## src/rtl/bidirectional_piso.sv

```systemverilog
// Parallel-in, serial-out shifter with per-frame MSB/LSB-first direction.
// Valid/ready load, bit counter, frame-last flag, back-to-back reload.
module bidirectional_piso #(
   parameter int MSB = 4
) (
   input  logic           clk,
   input  logic           rst,
   input  logic [MSB-1:0] load_data,
   input  logic           load_dir,
   input  logic           load_valid,
   output logic           load_ready,
   input  logic           en,
   output logic           sout,
   output logic           sout_valid,
   output logic           last,
   output logic           busy
);

   localparam int CW = ($clog2(MSB) < 1) ? 1 : $clog2(MSB);

   localparam logic [0:0] IDLE  = 1'b0;
   localparam logic [0:0] SHIFT = 1'b1;

   localparam logic [CW-1:0] CNT_LOAD = CW'(MSB - 1);
   localparam logic [CW-1:0] CNT_ONE  = CW'(1);

   logic [0:0]     state;
   logic [MSB-1:0] sreg;
   logic           dir_q;
   logic [CW-1:0]  cnt;

   logic in_shift;
   logic final_bit;
   logic advance;
   logic accept;

   assign in_shift  = (state == SHIFT);
   assign final_bit = in_shift && (cnt == '0);
   assign advance   = in_shift && en;

   // a new word fits when idle or when the current frame retires this edge
   assign load_ready = !in_shift || (final_bit && en);
   assign accept     = load_valid && load_ready;

   // frame state: enter on accept, leave after the final enabled bit
   always_ff @(posedge clk or posedge rst) begin
      if (rst) begin
         state <= IDLE;
      end else if (accept) begin
         state <= SHIFT;
      end else if (advance && final_bit) begin
         state <= IDLE;
      end
   end

   // word, direction and bit counter; counter parks at zero on the last bit
   always_ff @(posedge clk or posedge rst) begin
      if (rst) begin
         sreg  <= '0;
         dir_q <= 1'b0;
         cnt   <= '0;
      end else if (accept) begin
         sreg  <= load_data;
         dir_q <= load_dir;
         cnt   <= CNT_LOAD;
      end else if (advance) begin
         if (dir_q) begin
            sreg <= {1'b0, sreg[MSB-1:1]};
         end else begin
            sreg <= {sreg[MSB-2:0], 1'b0};
         end
         if (!final_bit) begin
            cnt <= cnt - CNT_ONE;
         end
      end
   end

   // serial outputs are a gated mux of registered state
   always_comb begin
      sout       = 1'b0;
      sout_valid = 1'b0;
      last       = 1'b0;
      busy       = 1'b0;
      if (in_shift) begin
         sout       = dir_q ? sreg[0] : sreg[MSB-1];
         sout_valid = 1'b1;
         last       = final_bit;
         busy       = 1'b1;
      end
   end

endmodule

```

## config.mk

```make
export PLATFORM = sky130hd
export DESIGN_NAME = bidirectional_piso
export DESIGN_NICKNAME = d
export VERILOG_FILES = /design/src/rtl/bidirectional_piso.sv
export SDC_FILE = /design/constraint.sdc
export NUM_CORES = 1
export LEC_CHECK = 0
export ABC_CLOCK_PERIOD_IN_PS = 1890
export CORE_MARGIN = 4
export CORE_UTILIZATION = 30
export CTS_CLUSTER_DIAMETER = 30
export CTS_CLUSTER_SIZE = 16
export DETAILED_ROUTE_END_ITERATION = 12
export GPL_ROUTABILITY_DRIVEN = 0
export SYNTH_ARGS = -nofsm -noshare
export SYNTH_HDL_FRONTEND = slang
export SYNTH_SLANG_ARGS = --single-unit
export TNS_END_PERCENT = 10
```

## constraint.sdc

```tcl
create_clock -name clk -period 1.89 [get_ports clk]
set_input_delay 0.189 -clock clk [delete_from_list [all_inputs] [get_ports clk]]
set_output_delay 0.189 -clock clk [all_outputs]
set_load 0.05 [all_outputs]
```

== Word-level counts from Yosys, hierarchy flattened ==
Index checks and enable logic that the tools add are counted.

* Reductions and logical operators: 11
* Equality and inequality tests: 1
* Add/sub/neg operators: 1
* Muxes and demuxes: 12

{| class="wikitable"
|+ Operators with widths
! cell !! count
|-
| $mux W4 || 3
|-
| $mux W1 || 6
|-
| $mux W2 || 3
|-
| $logic_and A1 B1 Y1 || 5
|-
| $reduce_bool A2 Y1 || 2
|-
| $logic_not A2 Y1 || 1
|-
| $ne A2 B1 Y1 const B || 1
|-
| $reduce_and A2 Y1 || 1
|-
| $sub A2 B1 Y2 const B || 1
|-
| $logic_not A1 Y1 || 1
|-
| $logic_or A1 B1 Y1 || 1
|}

* Register bits: 8

== Longest topological paths before layout ==
* Depth after elaboration: 7
* Depth in mapped cells: 6
* Gate-level depth less buffers: 5

== Least setup slack after synthesis ==
No wires, ideal clock.

* Path type: register -> register
* Start point: reg state (netlist: in_shift)
* End point: reg sreg[3]
* Path slack: 0.196 ns
* Clock period less this slack: 1.694 ns
* Data required time: 1.764 ns
* Library setup time: 0.126 ns
* Buffers on the path: 0
* Cell stages (with the launch flop): 4
* Data arrival time: 1.568 ns
* Cell sequence: dfrtp_1 -> mux2i_1 -> nor3b_1 -> a221o_1

* Cells in the longest elaborated chain, start to end: 5
* Elaborated cells on any way between the ends: 8
* Classes of those cells: mux: 1; reduce/logical: 7

{| class="wikitable"
|+ RTL lines
! what !! RTL line !! text
|-
| from (decl) || 27 || <nowiki>logic [0:0] state;</nowiki>
|-
| from (signal assigned) || 48 || <nowiki>state <= IDLE;</nowiki>
|-
| from (signal assigned) || 50 || <nowiki>state <= SHIFT;</nowiki>
|-
| from (signal assigned) || 52 || <nowiki>state <= IDLE;</nowiki>
|-
| $logic_and A1 B1 Y1 || 38 || <nowiki>assign final_bit = in_shift && (cnt == '0);</nowiki>
|-
| $logic_and A1 B1 Y1 || 42 || <nowiki>assign load_ready = !in_shift || (final_bit && en);</nowiki>
|-
| $logic_or A1 B1 Y1 || 42 ||
|-
| $logic_and A1 B1 Y1 || 43 || <nowiki>assign accept = load_valid && load_ready;</nowiki>
|-
| $mux W4 or $reduce_bool A2 Y1 (tied branches) || - ||
|-
| to (signal assigned) || 63 || <nowiki>sreg <= load_data;</nowiki>
|-
| to (signal assigned) || 68 || <nowiki>sreg <= {1'b0, sreg[MSB-1:1]};</nowiki>
|-
| to (signal assigned) || 70 || <nowiki>sreg <= {sreg[MSB-2:0], 1'b0};</nowiki>
|-
| to (decl) || 28 || <nowiki>logic [MSB-1:0] sreg;</nowiki>
|}

Several ways; a longest one is shown, not always the timed one.
A chain may end at the register's enable or synchronous reset.

== Worst setup path after layout ==
* Start point: reg state (netlist: in_shift)
* End point: out busy

* Cells in the longest elaborated chain, start to end: 1

{| class="wikitable"
|+ RTL lines
! what !! RTL line !! text
|-
| $mux W1 || 84 || <nowiki>if (in_shift) begin</nowiki>
|-
| to (decl) || 16 || <nowiki>output logic busy</nowiki>
|}

Every way passes these cells.

==> impl_metrics.yaml <==
setup_path:
  reg2reg_slack_ns: 0.29
  crit_arrival_ns: 1.54
  cp_slowest_cell: "clkdlybuf4s50_1"
  crit_path_end_kind: "primary output"
  worstReg2RegEnd: "sreg[3]$_DFFE_PP0P_"
  cpPeakStageDelay_ns: 0.84
  r2r-start: "cnt[0]$_DFFE_PP0P_"
  crit_required_ns: 1.70
  worstSetupPathType: "flop to primary output"
  cp_max_fo: 8
  path_buf_inv: 1
  path_cells: "clkdlybuf4s50_1"
  cp-start-kind: "flop"
  ff2ff_path_depth: 5
  crit_cells: 1
  crit_family: "buffers and inverters"
clock_network:
  cts_tree: "built"
  numCtsBuffers: 3
  clock_path_buffers: 2
  postCtsHoldBufs: 0
  htreeDepth: 1
  postCtsResizedCells: 0
  clock_sinks: 8
  root_buffer: "clkbuf_4"
  clk_latency_ns: 0.25
  cts_setup_buffers: 0
  path_clk_slew_ns: 0.06
placement:
  hpwlAfterDp_um: 731
  numPortBuffers: 13
  placed_cells: 77
timing:
  drv_slew: 0
  max_clock_freq_mhz: 579
  setup-tns-final_ns: 0
  whs_ns: 0.184
  max_slew_margin_pct: 60.0
  rsz0062_at_grt: "no"
  fin_worst_skew_ns: 0.00211
  finalSetupViolCount: 0
  timing_hold_violations_final: 0
  finalWorstPathRequiredPeriod_ns: 1.73
  worst_pin_slew_ns: 0.583
  period_share_pct: 91.4
synth:
  synth_cell_types: 22
  yosys_warnings: 0
  yosysSeqAreaShare_pct: 41.7
  synth_cells: 51
  syn_area_per_cell_um2: 9.42
  netlist.area_leader.share_pct: 41.7
  synth_edf_count: 0
  synth.most_common_cell: "dfrtp_1"
  ys_top_cells_by_count: "8 x dfrtp_1, 6 x inv_1, 5 x nand2_1, 4 x o21ai_0"
  syn_nets: 61
  synthFlopType: "dfrtp_1"
  netlist_area_um2: 480
  synth_area_leaders: "dfrtp_1 42%, buf_6 4.7%, inv_1 4.7%, a221o_1 4.2%, mux2i_1 4.2%"
  synthArstFlopShare_pct: 100
  ys_seq_elements: 8
  synth_largest_area_cell: "dfrtp_1"
routing:
  ant_nets: 0
  finalWirelength_um: 952
  first_pass_iters: 2
  vias: 382
  route.detailed.drc: 0
  routedWlPerCell_um: 11.9
  vias_per_cell: 4.78
  drt_iter0_drc: 5
floorplan:
  row_count: 14
  die_h_um: 48.0
  core-area_um2: 1510
  fp.dieW_um: 48.0
  die-area_um2: 2310
  initial_utilization_pct: 31.9
  ios: 14
cells_and_area:
  fin_nets: 76
  drive_gt1_share_pct: 15.6
  final_cells: 80
  n_antenna_cell: 0
  area_delta_synth_final_pct: 31.5
grt:
  grt_pass1_vias: 339
  grt_max_degree: 10
  gr-total-overflow: 0
  grt_util_met1_pct: 11.5
  grt_usage_pct: 9.30
  use_met2_pct: 12.4
  grt_util_met3_pct: 3.38
  busiest_layer: "met2"
  grt_pass1_wl_um: 1410
  antenna_found_initial: 0
outcome:
  status: "complete, no violations"
power:
  power_leakage_uw: 0.000314
  ir_worst_vdd_mv: 0.379
  power_density_nw_per_um2: 1470
run:
  maxCapViolCount: 0
min_path:
  hp-class: "input port to asynchronous set/reset pin"
==> layout make-up <==
cell class | instances | area [µm²]
flip-flops and latches | 8 | 200
fillers | 163 | 875
well taps | 16 | 20.0
multi-input cells | 33 | 224
inverters | 6 | 22.5
clock buffers | 3 | 22.5
repair buffers | 14 | 143
==> cells by family (layout without fill, tap and decap cells) <==
family | count (synthesis) | count (layout) | share of synthesized area (%)
AND/OR/NAND/NOR | 16 | 16 | 16.9
adder cells (fa/ha/maj) | 1 | 1 | 2.60
flip-flops | 8 | 8 | 41.7
multiplexers | 3 | 3 | 6.51
AO/OA/AOI/OAI | 13 | 13 | 20.6
buffers and inverters | 10 | 23 | 11.7
==> worst max path at each step <==
stage,endpoint,start,slack [ns]
after detailed placement,sreg[3]$_DFFE_PP0P_,en,0.16
after floorplan,sreg[3]$_DFFE_PP0P_,in_shift$_DFFE_PP0P_,0.20
final,busy,in_shift$_DFFE_PP0P_,0.16
after global routing,busy,in_shift$_DFFE_PP0P_,0.11
after global placement,sreg[3]$_DFFE_PP0P_,en,0.17
after CTS,busy,in_shift$_DFFE_PP0P_,0.14
==> worst register-to-register path: cells and delay by family (launching register included) <==
| kind | cells | cell delay (ns) |
|---|---|---|
| AND/OR/NAND/NOR | 1 | 0.15 |
| AO/OA/AOI/OAI | 2 | 0.67 |
| flip-flops | 1 | 0.39 |
| adder cells (fa/ha/maj) | 1 | 0.21 |
| buffers and inverters | 1 | 0.06 |
==> state kept, by name, indices dropped and copies added (netlist names) <==
signal	count
in_shift	1
sreg	4
dir_q	1
cnt	2
==> layout by cell type (no fill, tap or decap) <==
master | netlist | routed
clkdlybuf4s50_1 | 0 | 10
dfrtp_1 | 8 | 8
inv_1 | 6 | 6
nand2_1 | 5 | 5
o21ai_0 | 4 | 4
nor2b_1 | 3 | 3
nor2_1 | 3 | 3
clkbuf_4 | 0 | 3
buf_4 | 1 | 3
mux2i_1 | 2 | 2
and3_1 | 2 | 2
a221o_1 | 2 | 2
a221oi_1 | 2 | 2
a31o_2 | 2 | 2
o22ai_1 | 1 | 1
a21bo_1 | 1 | 1
a22oi_1 | 1 | 1
and2_1 | 1 | 1
mux2_2 | 1 | 1
nor3b_1 | 1 | 1
nand2b_1 | 1 | 1
ha_1 | 1 | 1
buf_12 | 0 | 1
==> through the flow <==
stage          cell area, µm²  setup WS (ns)  total power (µW)  util [%]
2_1_floorplan             480          0.196               678         -
3_3_place_gp              609          0.166               804      40.4
3_5_place_dp              609          0.161               805      40.4
4_1_cts                   632          0.141               942      41.9
5_1_grt                   632          0.110               991      41.9
6_report                  632          0.163               930      41.9
==> power breakdown <==
group          switching [µW]  leakage (µW)  total, µW  internal, µW
Sequential               71.2     0.0000965        315           244
Clock                    57.8     0.0000138        130          72.7
Combinational             272      0.000204        484           212
==> per-layer routing <==
metal	share of wire [%]	up-vias
met5	0	-
met4	1.9	0
met2	45	7
li1	-	203
met1	49	170
met3	4.0	2
Note: power is estimated with default switching activity, not from simulation.
